<file path="config.mk">
export PLATFORM = sky130hd
export DESIGN_NAME = alu_share_arbiter_flat
export DESIGN_NICKNAME = d
export VERILOG_FILES = /design/src/rtl/alu_share_arbiter_if.sv /design/src/rtl/alu_share_arbiter.sv /design/src/flat_wrapper.sv
export SDC_FILE = /design/constraint.sdc
export NUM_CORES = 1
export LEC_CHECK = 0
export CORE_ASPECT_RATIO = 1.1
export CORE_MARGIN = 2
export CORE_UTILIZATION = 37
export CTS_CLUSTER_DIAMETER = 60
export CTS_CLUSTER_SIZE = 8
export DETAILED_ROUTE_END_ITERATION = 6
export PLACE_DENSITY = 0.8
export RECOVER_POWER = 100
export SLEW_MARGIN = 20
export SYNTH_ARGS = -nofsm -noshare
export SYNTH_HDL_FRONTEND = slang
export SYNTH_SLANG_ARGS = --single-unit
</file>
<file path="constraint.sdc">
create_clock -name clk -period 2.35 [get_ports clk]
set_clock_uncertainty 0.15 [all_clocks]
set_input_delay 0.3525 -clock clk [delete_from_list [all_inputs] [get_ports clk]]
set_output_delay 0.3525 -clock clk [all_outputs]
set_load 0.03 [all_outputs]
</file>
<file path="src/rtl/alu_share_arbiter_if.sv">
// Bundle of the client request/response handshakes and the shared ALU port.
// The arbiter takes the slave view; clients and the external ALU take the master view.
interface alu_share_arbiter_if #(
  parameter int WIDTH = 32
);

  logic             req0_valid;
  logic             req0_ready;
  logic [1:0]       req0_aluop;
  logic             req0_fun7;
  logic [2:0]       req0_fun3;
  logic [WIDTH-1:0] req0_a;
  logic [WIDTH-1:0] req0_b;

  logic             req1_valid;
  logic             req1_ready;
  logic [1:0]       req1_aluop;
  logic             req1_fun7;
  logic [2:0]       req1_fun3;
  logic [WIDTH-1:0] req1_a;
  logic [WIDTH-1:0] req1_b;

  logic             rsp0_valid;
  logic             rsp0_ready;
  logic             rsp1_valid;
  logic             rsp1_ready;
  logic [WIDTH-1:0] rsp_data;
  logic             rsp_err;

  logic [3:0]       alu_ctrl;
  logic [WIDTH-1:0] alu_a;
  logic [WIDTH-1:0] alu_b;
  logic             alu_issue;
  logic [WIDTH-1:0] alu_result;

  modport slave (
    input  req0_valid, req0_aluop, req0_fun7, req0_fun3, req0_a, req0_b,
    input  req1_valid, req1_aluop, req1_fun7, req1_fun3, req1_a, req1_b,
    input  rsp0_ready, rsp1_ready, alu_result,
    output req0_ready, req1_ready, rsp0_valid, rsp1_valid, rsp_data, rsp_err,
    output alu_ctrl, alu_a, alu_b, alu_issue
  );

  modport master (
    output req0_valid, req0_aluop, req0_fun7, req0_fun3, req0_a, req0_b,
    output req1_valid, req1_aluop, req1_fun7, req1_fun3, req1_a, req1_b,
    output rsp0_ready, rsp1_ready, alu_result,
    input  req0_ready, req1_ready, rsp0_valid, rsp1_valid, rsp_data, rsp_err,
    input  alu_ctrl, alu_a, alu_b, alu_issue
  );

endinterface

</file>
<file path="src/rtl/alu_share_arbiter.sv">
// Shares one combinational ALU between two clients. A request is granted in IDLE,
// decoded into a 4-bit ALU control code, issued for one cycle, and the captured
// result is held in RESP until the granted client takes it. Illegal encodings are
// still accepted but skip the ALU and come back with an error flag.
module alu_share_arbiter #(
  parameter int WIDTH      = 32,
  parameter bit PRIO_FIXED = 1'b0
) (
  input  logic               clk,
  input  logic               rst_n,
  alu_share_arbiter_if.slave bus
);

  typedef enum logic [1:0] {
    IDLE  = 2'd0,
    ISSUE = 2'd1,
    RESP  = 2'd2
  } arbState_t;

  arbState_t        r_state;
  arbState_t        w_nextState;

  logic             r_grant;
  logic             r_lastGrant;
  logic [WIDTH-1:0] r_aluA;
  logic [WIDTH-1:0] r_aluB;
  logic [3:0]       r_aluCtrl;
  logic [WIDTH-1:0] r_rspData;
  logic             r_rspErr;

  logic             w_anyValid;
  logic             w_winner;
  logic             w_accept;
  logic             w_legal;
  logic             w_rspReady;
  logic [1:0]       w_selOp;
  logic             w_selF7;
  logic [2:0]       w_selF3;
  logic [WIDTH-1:0] w_selA;
  logic [WIDTH-1:0] w_selB;
  logic [3:0]       w_ctrl;
  logic             w_req0Ready;
  logic             w_req1Ready;
  logic             w_rsp0Valid;
  logic             w_rsp1Valid;
  logic             w_aluIssue;

  // Pick the winner: a lone requester wins, contention goes by fixed priority or to the client not served last.
  always_comb begin
    w_anyValid = bus.req0_valid | bus.req1_valid;
    w_winner   = 1'b0;
    if (bus.req0_valid && bus.req1_valid) begin
      w_winner = PRIO_FIXED ? 1'b0 : ~r_lastGrant;
    end else if (bus.req1_valid) begin
      w_winner = 1'b1;
    end
  end

  // Route the winning client's request fields to the decoder and operand latches.
  always_comb begin
    if (w_winner) begin
      w_selOp = bus.req1_aluop;
      w_selF7 = bus.req1_fun7;
      w_selF3 = bus.req1_fun3;
      w_selA  = bus.req1_a;
      w_selB  = bus.req1_b;
    end else begin
      w_selOp = bus.req0_aluop;
      w_selF7 = bus.req0_fun7;
      w_selF3 = bus.req0_fun3;
      w_selA  = bus.req0_a;
      w_selB  = bus.req0_b;
    end
  end

  // Map {ALUop,fun7,fun3} to the ALU control code; anything not listed is illegal.
  always_comb begin
    w_ctrl  = 4'b0000;
    w_legal = 1'b0;
    case ({w_selOp, w_selF7, w_selF3})
      6'b00_0_000: begin w_ctrl = 4'b0010; w_legal = 1'b1; end
      6'b01_0_000: begin w_ctrl = 4'b0110; w_legal = 1'b1; end
      6'b10_0_000: begin w_ctrl = 4'b0010; w_legal = 1'b1; end
      6'b10_1_000: begin w_ctrl = 4'b0110; w_legal = 1'b1; end
      6'b10_1_111: begin w_ctrl = 4'b0000; w_legal = 1'b1; end
      6'b10_1_110: begin w_ctrl = 4'b0001; w_legal = 1'b1; end
      default:     begin w_ctrl = 4'b0000; w_legal = 1'b0; end
    endcase
  end

  // State register; reset abandons any operation in flight.
  always_ff @(posedge clk) begin
    if (!rst_n) begin
      r_state <= IDLE;
    end else begin
      r_state <= w_nextState;
    end
  end

  // Next-state logic plus the handshake outputs that follow directly from the state.
  always_comb begin
    w_nextState = r_state;
    w_accept    = 1'b0;
    w_req0Ready = 1'b0;
    w_req1Ready = 1'b0;
    w_rsp0Valid = 1'b0;
    w_rsp1Valid = 1'b0;
    w_aluIssue  = 1'b0;
    w_rspReady  = r_grant ? bus.rsp1_ready : bus.rsp0_ready;
    case (r_state)
      IDLE: begin
        if (w_anyValid && rst_n) begin
          w_accept    = 1'b1;
          w_req0Ready = ~w_winner;
          w_req1Ready = w_winner;
          w_nextState = w_legal ? ISSUE : RESP;
        end
      end
      ISSUE: begin
        w_aluIssue  = 1'b1;
        w_nextState = RESP;
      end
      RESP: begin
        w_rsp0Valid = ~r_grant;
        w_rsp1Valid = r_grant;
        if (w_rspReady) begin
          w_nextState = IDLE;
        end
      end
      default: begin
        w_nextState = IDLE;
      end
    endcase
  end

  // Latch grant and ALU inputs on acceptance, then capture the ALU result (or the error) for the response.
  always_ff @(posedge clk) begin
    if (!rst_n) begin
      r_grant     <= 1'b0;
      r_lastGrant <= 1'b1;
      r_aluA      <= '0;
      r_aluB      <= '0;
      r_aluCtrl   <= 4'b0000;
      r_rspData   <= '0;
      r_rspErr    <= 1'b0;
    end else begin
      if (w_accept) begin
        r_grant     <= w_winner;
        r_lastGrant <= w_winner;
        if (w_legal) begin
          r_aluA    <= w_selA;
          r_aluB    <= w_selB;
          r_aluCtrl <= w_ctrl;
        end else begin
          r_rspData <= '0;
          r_rspErr  <= 1'b1;
        end
      end
      if (r_state == ISSUE) begin
        r_rspData <= bus.alu_result;
        r_rspErr  <= 1'b0;
      end
    end
  end

  assign bus.req0_ready = w_req0Ready;
  assign bus.req1_ready = w_req1Ready;
  assign bus.rsp0_valid = w_rsp0Valid;
  assign bus.rsp1_valid = w_rsp1Valid;
  assign bus.rsp_data   = r_rspData;
  assign bus.rsp_err    = r_rspErr;
  assign bus.alu_ctrl   = r_aluCtrl;
  assign bus.alu_a      = r_aluA;
  assign bus.alu_b      = r_aluB;
  assign bus.alu_issue  = w_aluIssue;

endmodule

</file>
<file path="src/flat_wrapper.sv">
// flat-port wrapper written by rule: the top's interface ports become plain ports
module alu_share_arbiter_flat 
#(
  parameter int WIDTH      = 32,
  parameter bit PRIO_FIXED = 1'b0
)
  (clk, rst_n, bus_req0_valid, bus_req0_aluop, bus_req0_fun7, bus_req0_fun3, bus_req0_a, bus_req0_b, bus_req1_valid, bus_req1_aluop, bus_req1_fun7, bus_req1_fun3, bus_req1_a, bus_req1_b, bus_rsp0_ready, bus_rsp1_ready, bus_alu_result, bus_req0_ready, bus_req1_ready, bus_rsp0_valid, bus_rsp1_valid, bus_rsp_data, bus_rsp_err, bus_alu_ctrl, bus_alu_a, bus_alu_b, bus_alu_issue);
  alu_share_arbiter_if #(.WIDTH(WIDTH)) bus_i ();
  input  logic clk;
  input  logic rst_n;
  input wire logic [$bits(bus_i.req0_valid)-1:0] bus_req0_valid;
  input wire logic [$bits(bus_i.req0_aluop)-1:0] bus_req0_aluop;
  input wire logic [$bits(bus_i.req0_fun7)-1:0] bus_req0_fun7;
  input wire logic [$bits(bus_i.req0_fun3)-1:0] bus_req0_fun3;
  input wire logic [$bits(bus_i.req0_a)-1:0] bus_req0_a;
  input wire logic [$bits(bus_i.req0_b)-1:0] bus_req0_b;
  input wire logic [$bits(bus_i.req1_valid)-1:0] bus_req1_valid;
  input wire logic [$bits(bus_i.req1_aluop)-1:0] bus_req1_aluop;
  input wire logic [$bits(bus_i.req1_fun7)-1:0] bus_req1_fun7;
  input wire logic [$bits(bus_i.req1_fun3)-1:0] bus_req1_fun3;
  input wire logic [$bits(bus_i.req1_a)-1:0] bus_req1_a;
  input wire logic [$bits(bus_i.req1_b)-1:0] bus_req1_b;
  input wire logic [$bits(bus_i.rsp0_ready)-1:0] bus_rsp0_ready;
  input wire logic [$bits(bus_i.rsp1_ready)-1:0] bus_rsp1_ready;
  input wire logic [$bits(bus_i.alu_result)-1:0] bus_alu_result;
  output wire logic [$bits(bus_i.req0_ready)-1:0] bus_req0_ready;
  output wire logic [$bits(bus_i.req1_ready)-1:0] bus_req1_ready;
  output wire logic [$bits(bus_i.rsp0_valid)-1:0] bus_rsp0_valid;
  output wire logic [$bits(bus_i.rsp1_valid)-1:0] bus_rsp1_valid;
  output wire logic [$bits(bus_i.rsp_data)-1:0] bus_rsp_data;
  output wire logic [$bits(bus_i.rsp_err)-1:0] bus_rsp_err;
  output wire logic [$bits(bus_i.alu_ctrl)-1:0] bus_alu_ctrl;
  output wire logic [$bits(bus_i.alu_a)-1:0] bus_alu_a;
  output wire logic [$bits(bus_i.alu_b)-1:0] bus_alu_b;
  output wire logic [$bits(bus_i.alu_issue)-1:0] bus_alu_issue;
  assign bus_i.req0_valid = bus_req0_valid;
  assign bus_i.req0_aluop = bus_req0_aluop;
  assign bus_i.req0_fun7 = bus_req0_fun7;
  assign bus_i.req0_fun3 = bus_req0_fun3;
  assign bus_i.req0_a = bus_req0_a;
  assign bus_i.req0_b = bus_req0_b;
  assign bus_i.req1_valid = bus_req1_valid;
  assign bus_i.req1_aluop = bus_req1_aluop;
  assign bus_i.req1_fun7 = bus_req1_fun7;
  assign bus_i.req1_fun3 = bus_req1_fun3;
  assign bus_i.req1_a = bus_req1_a;
  assign bus_i.req1_b = bus_req1_b;
  assign bus_i.rsp0_ready = bus_rsp0_ready;
  assign bus_i.rsp1_ready = bus_rsp1_ready;
  assign bus_i.alu_result = bus_alu_result;
  assign bus_req0_ready = bus_i.req0_ready;
  assign bus_req1_ready = bus_i.req1_ready;
  assign bus_rsp0_valid = bus_i.rsp0_valid;
  assign bus_rsp1_valid = bus_i.rsp1_valid;
  assign bus_rsp_data = bus_i.rsp_data;
  assign bus_rsp_err = bus_i.rsp_err;
  assign bus_alu_ctrl = bus_i.alu_ctrl;
  assign bus_alu_a = bus_i.alu_a;
  assign bus_alu_b = bus_i.alu_b;
  assign bus_alu_issue = bus_i.alu_issue;
  alu_share_arbiter #(.WIDTH(WIDTH), .PRIO_FIXED(PRIO_FIXED)) u_core (.clk(clk), .rst_n(rst_n), .bus(bus_i));
endmodule
</file>
==> results_dict.tcl <==
set metrics [dict create \
    status "finished clean" \
    muxShareOfSynthArea_pct 14.74 \
    grt_setup_unrepaired "no" \
    fill_cells 945 \
    critPathMostFrequentCell "buf_12" \
    ys.flop_type "dfxtp_1" \
    irDropWorstVdd_mv 0.4614 \
    worstPathMaxFanout 15 \
    vias 4516 \
    crit_required_ps 1850 \
    grt_pass1_wl_um 22520 \
    syn_area_um2 4558 \
    first_global_vias 4457 \
    final_cell_mix "clkdlybuf4s50_1, dfxtp_1, dlygate4sd3_1" \
    p_per_area_nw_per_um2 516.5 \
    rows 42 \
    fin_crit_ps 2296 \
    syn_to_final_growth_pct 74.50 \
    critPathKind "in2out" \
    clockBufferDepth 2 \
    crit_chain "clkdlybuf4s50_1 -> a21boi_4 -> buf_4 -> buf_12 -> and2_4 -> buf_12" \
    drive_above_1_share_pct 16.06 \
    initial_utilization_pct 37.88 \
    ios 284 \
    setup_violations 0 \
    drt_wl_total_um 15260 \
    hp-class "reg2reg" \
    maxCapViolations 0 \
    max_stage_delay_ps 490 \
    ys_ff_latch 104 \
    netlist.area_leader.share_pct 45.68 \
    avgSynthCellArea_um2 10.55 \
    synth-simple-area-share_pct 9.855 \
    grt_usage_pct 21.84 \
    cp_num_buf_inv 4 \
    rrSetupSlack_ps 310 \
    slew_violations 0 \
    final_net_count 889 \
    cts-root-buf "clkbuf_16" \
    portBuffers 282 \
    totalPowerFinal_w 0.004108 \
    synth_area_leaders "dfxtp_1, mux2i_1, o221a_2" \
    synth_warnings 0 \
    synth_xor_area_share_pct 0 \
    synth_cell_types 35 \
    grt_overflow 0 \
    synth_top_area_cell "dfxtp_1" \
    max_freq_mhz 435.5 \
    final_area_um2 7954 \
    endpoint_kind "output port" \
    stdcell_count 871 \
    cp_slowest_cell "clkdlybuf4s50_1" \
    place_congestion 0.7329 \
    drt-initial-drc-count 243 \
    multi_input_area_um2 2258 \
    regArea_um2 2082 \
    viasPerCell 5.185 \
    htreeDepth 3 \
    dr.pass1.iters 4 \
    antenna_found_initial 1 \
    die_width_um 109.8 \
    synth_top_family_by_area "compound AO/OA/AOI/OAI gates" \
    grt_max_degree 43 \
    seq_area_frac_synth_pct 45.68 \
    clk_latency_ps 330 \
    syn_nets 610 \
    async_flop_share_pct 0 \
    wire_per_inst_um 17.52 \
    die_h_um 120.4 \
    netlist_instances 432 \
    drc_errors 0 \
    synth-edff-count 0 \
    dp_hpwl_um 11840 \
    dp.cells 852 \
    die-area_um2 13220 \
    cp_top_family "buffers and inverters" \
    whs_ps 301.8 \
    core_area_um2 12030 \
    arrival_ps 1790 \
    finalCritPeriodShare_pct 97.72 \
    cts_buffers 9 \
    ant_nets 0 \
    tritoncts "yes" \
    synth-compound-area-share_pct 24.65 \
    synth_adder_area_share_pct 0 \
    placed_area_um2 7692 \
    cts.sinks 104 \
    power_leakage_nw 3.326 \
    final_common_cell "clkdlybuf4s50_1" \
    cp-start-kind "primary input" \
    clk_pin_slew_ps 70 \
    final_hold_viol_count 0 \
]
## worst paths after layout
path	startpoint	end	depth (start not counted)
max reg2reg	u_core.r_lastGrant	u_core.bus.alu_a[15]	6
min	u_core.bus.rsp_err	u_core.bus.rsp_err	2
max	bus_req1_valid	bus_req1_ready	6
min reg2reg	u_core.bus.rsp_err	u_core.bus.rsp_err	2
## through the flow
| step | setup slack (ps) | utilization [%] | setup TNS, ps |
|---|---|---|---|
| 3_5_place_dp | -238.1 | 63.92 | -18640 |
| 3_3_place_gp | -144.6 | 63.92 | -10870 |
| 6_report | 53.62 | 66.09 | 0 |
| 2_1_floorplan | 335.7 | - | 0 |
| 5_1_grt | 0.6117 | 66.07 | 0 |
| 4_1_cts | 8.582 | 66.33 | 0 |
## flip-flops by register name, summed over array words and instances (netlist names)
signal	flops
u_core.r_grant	1
u_core.bus.alu_a	32
u_core.r_state	2
u_core.bus.rsp_err	1
u_core.bus.alu_b	32
u_core.r_lastGrant	1
u_core.bus.alu_ctrl	3
u_core.bus.rsp_data	32
## worst register-to-register path: stages, from the launching register on
cell and delay [ps]:
dfxtp_1 380, a21boi_4 100, nor4b_4 140, a22oi_1 430, and2_1 250, buf_6 270, o221a_2 260
## Yosys cell counts, drive strengths merged (2+ instances only)
cell type	number
nand3	2
a21oi	5
mux2i	66
a31oi	2
nand2	67
a22o	32
a21boi	3
o211ai	8
buf	23
a22oi	2
nor2b	5
o21ai	3
dfxtp	104
nor2	2
nand2b	11
o221a	58
and2	4
clkbuf	23
## logic make-up (layout without fill, tap and decap cells)
| logic type | count (synthesis) | count (layout) |
|---|---|---|
| AO/OA/AOI/OAI | 116 | 116 |
| buffers and inverters | 47 | 331 |
| flip-flops | 104 | 104 |
| multiplexers | 67 | 67 |
| other | 1 | 2 |
| AND/OR/NAND/NOR | 97 | 97 |
## power by group
part | switching (W) | internal (W)
Clock | 0.000661 | 0.000728
Sequential | 0.0000247 | 0.00180
Combinational | 0.000389 | 0.000501
## metal layers
metal / up-vias / global-route usage (%) / part of all wire, %
met3: 23 / 7.062 / 11
li1: 2184 / - / -
met4: 0 / 6.962 / 1.8
met1: 2107 / 22.95 / 35
met5: - / 0 / 0
met2: 202 / 40.30 / 52
## area by class of cell
cell class	count	share of cell area (%)
antenna	1	0.03146
inverter	1	0.04719
tap	154	2.423
clock inverter	7	0.6922
multi-input combinational	281	28.39
sequential	104	26.18
clock buffer	9	2.832
timing repair buffer	314	39.41
## timing repair
item,4_1_cts,5_1_grt
endpoints found under the setup margin,2,4
resized for setup,1,3
cloned,0,1
buffers inserted,1,0
pin swaps,1,0
hold buffers,0,0
Power figures use the tool's default switching activity.
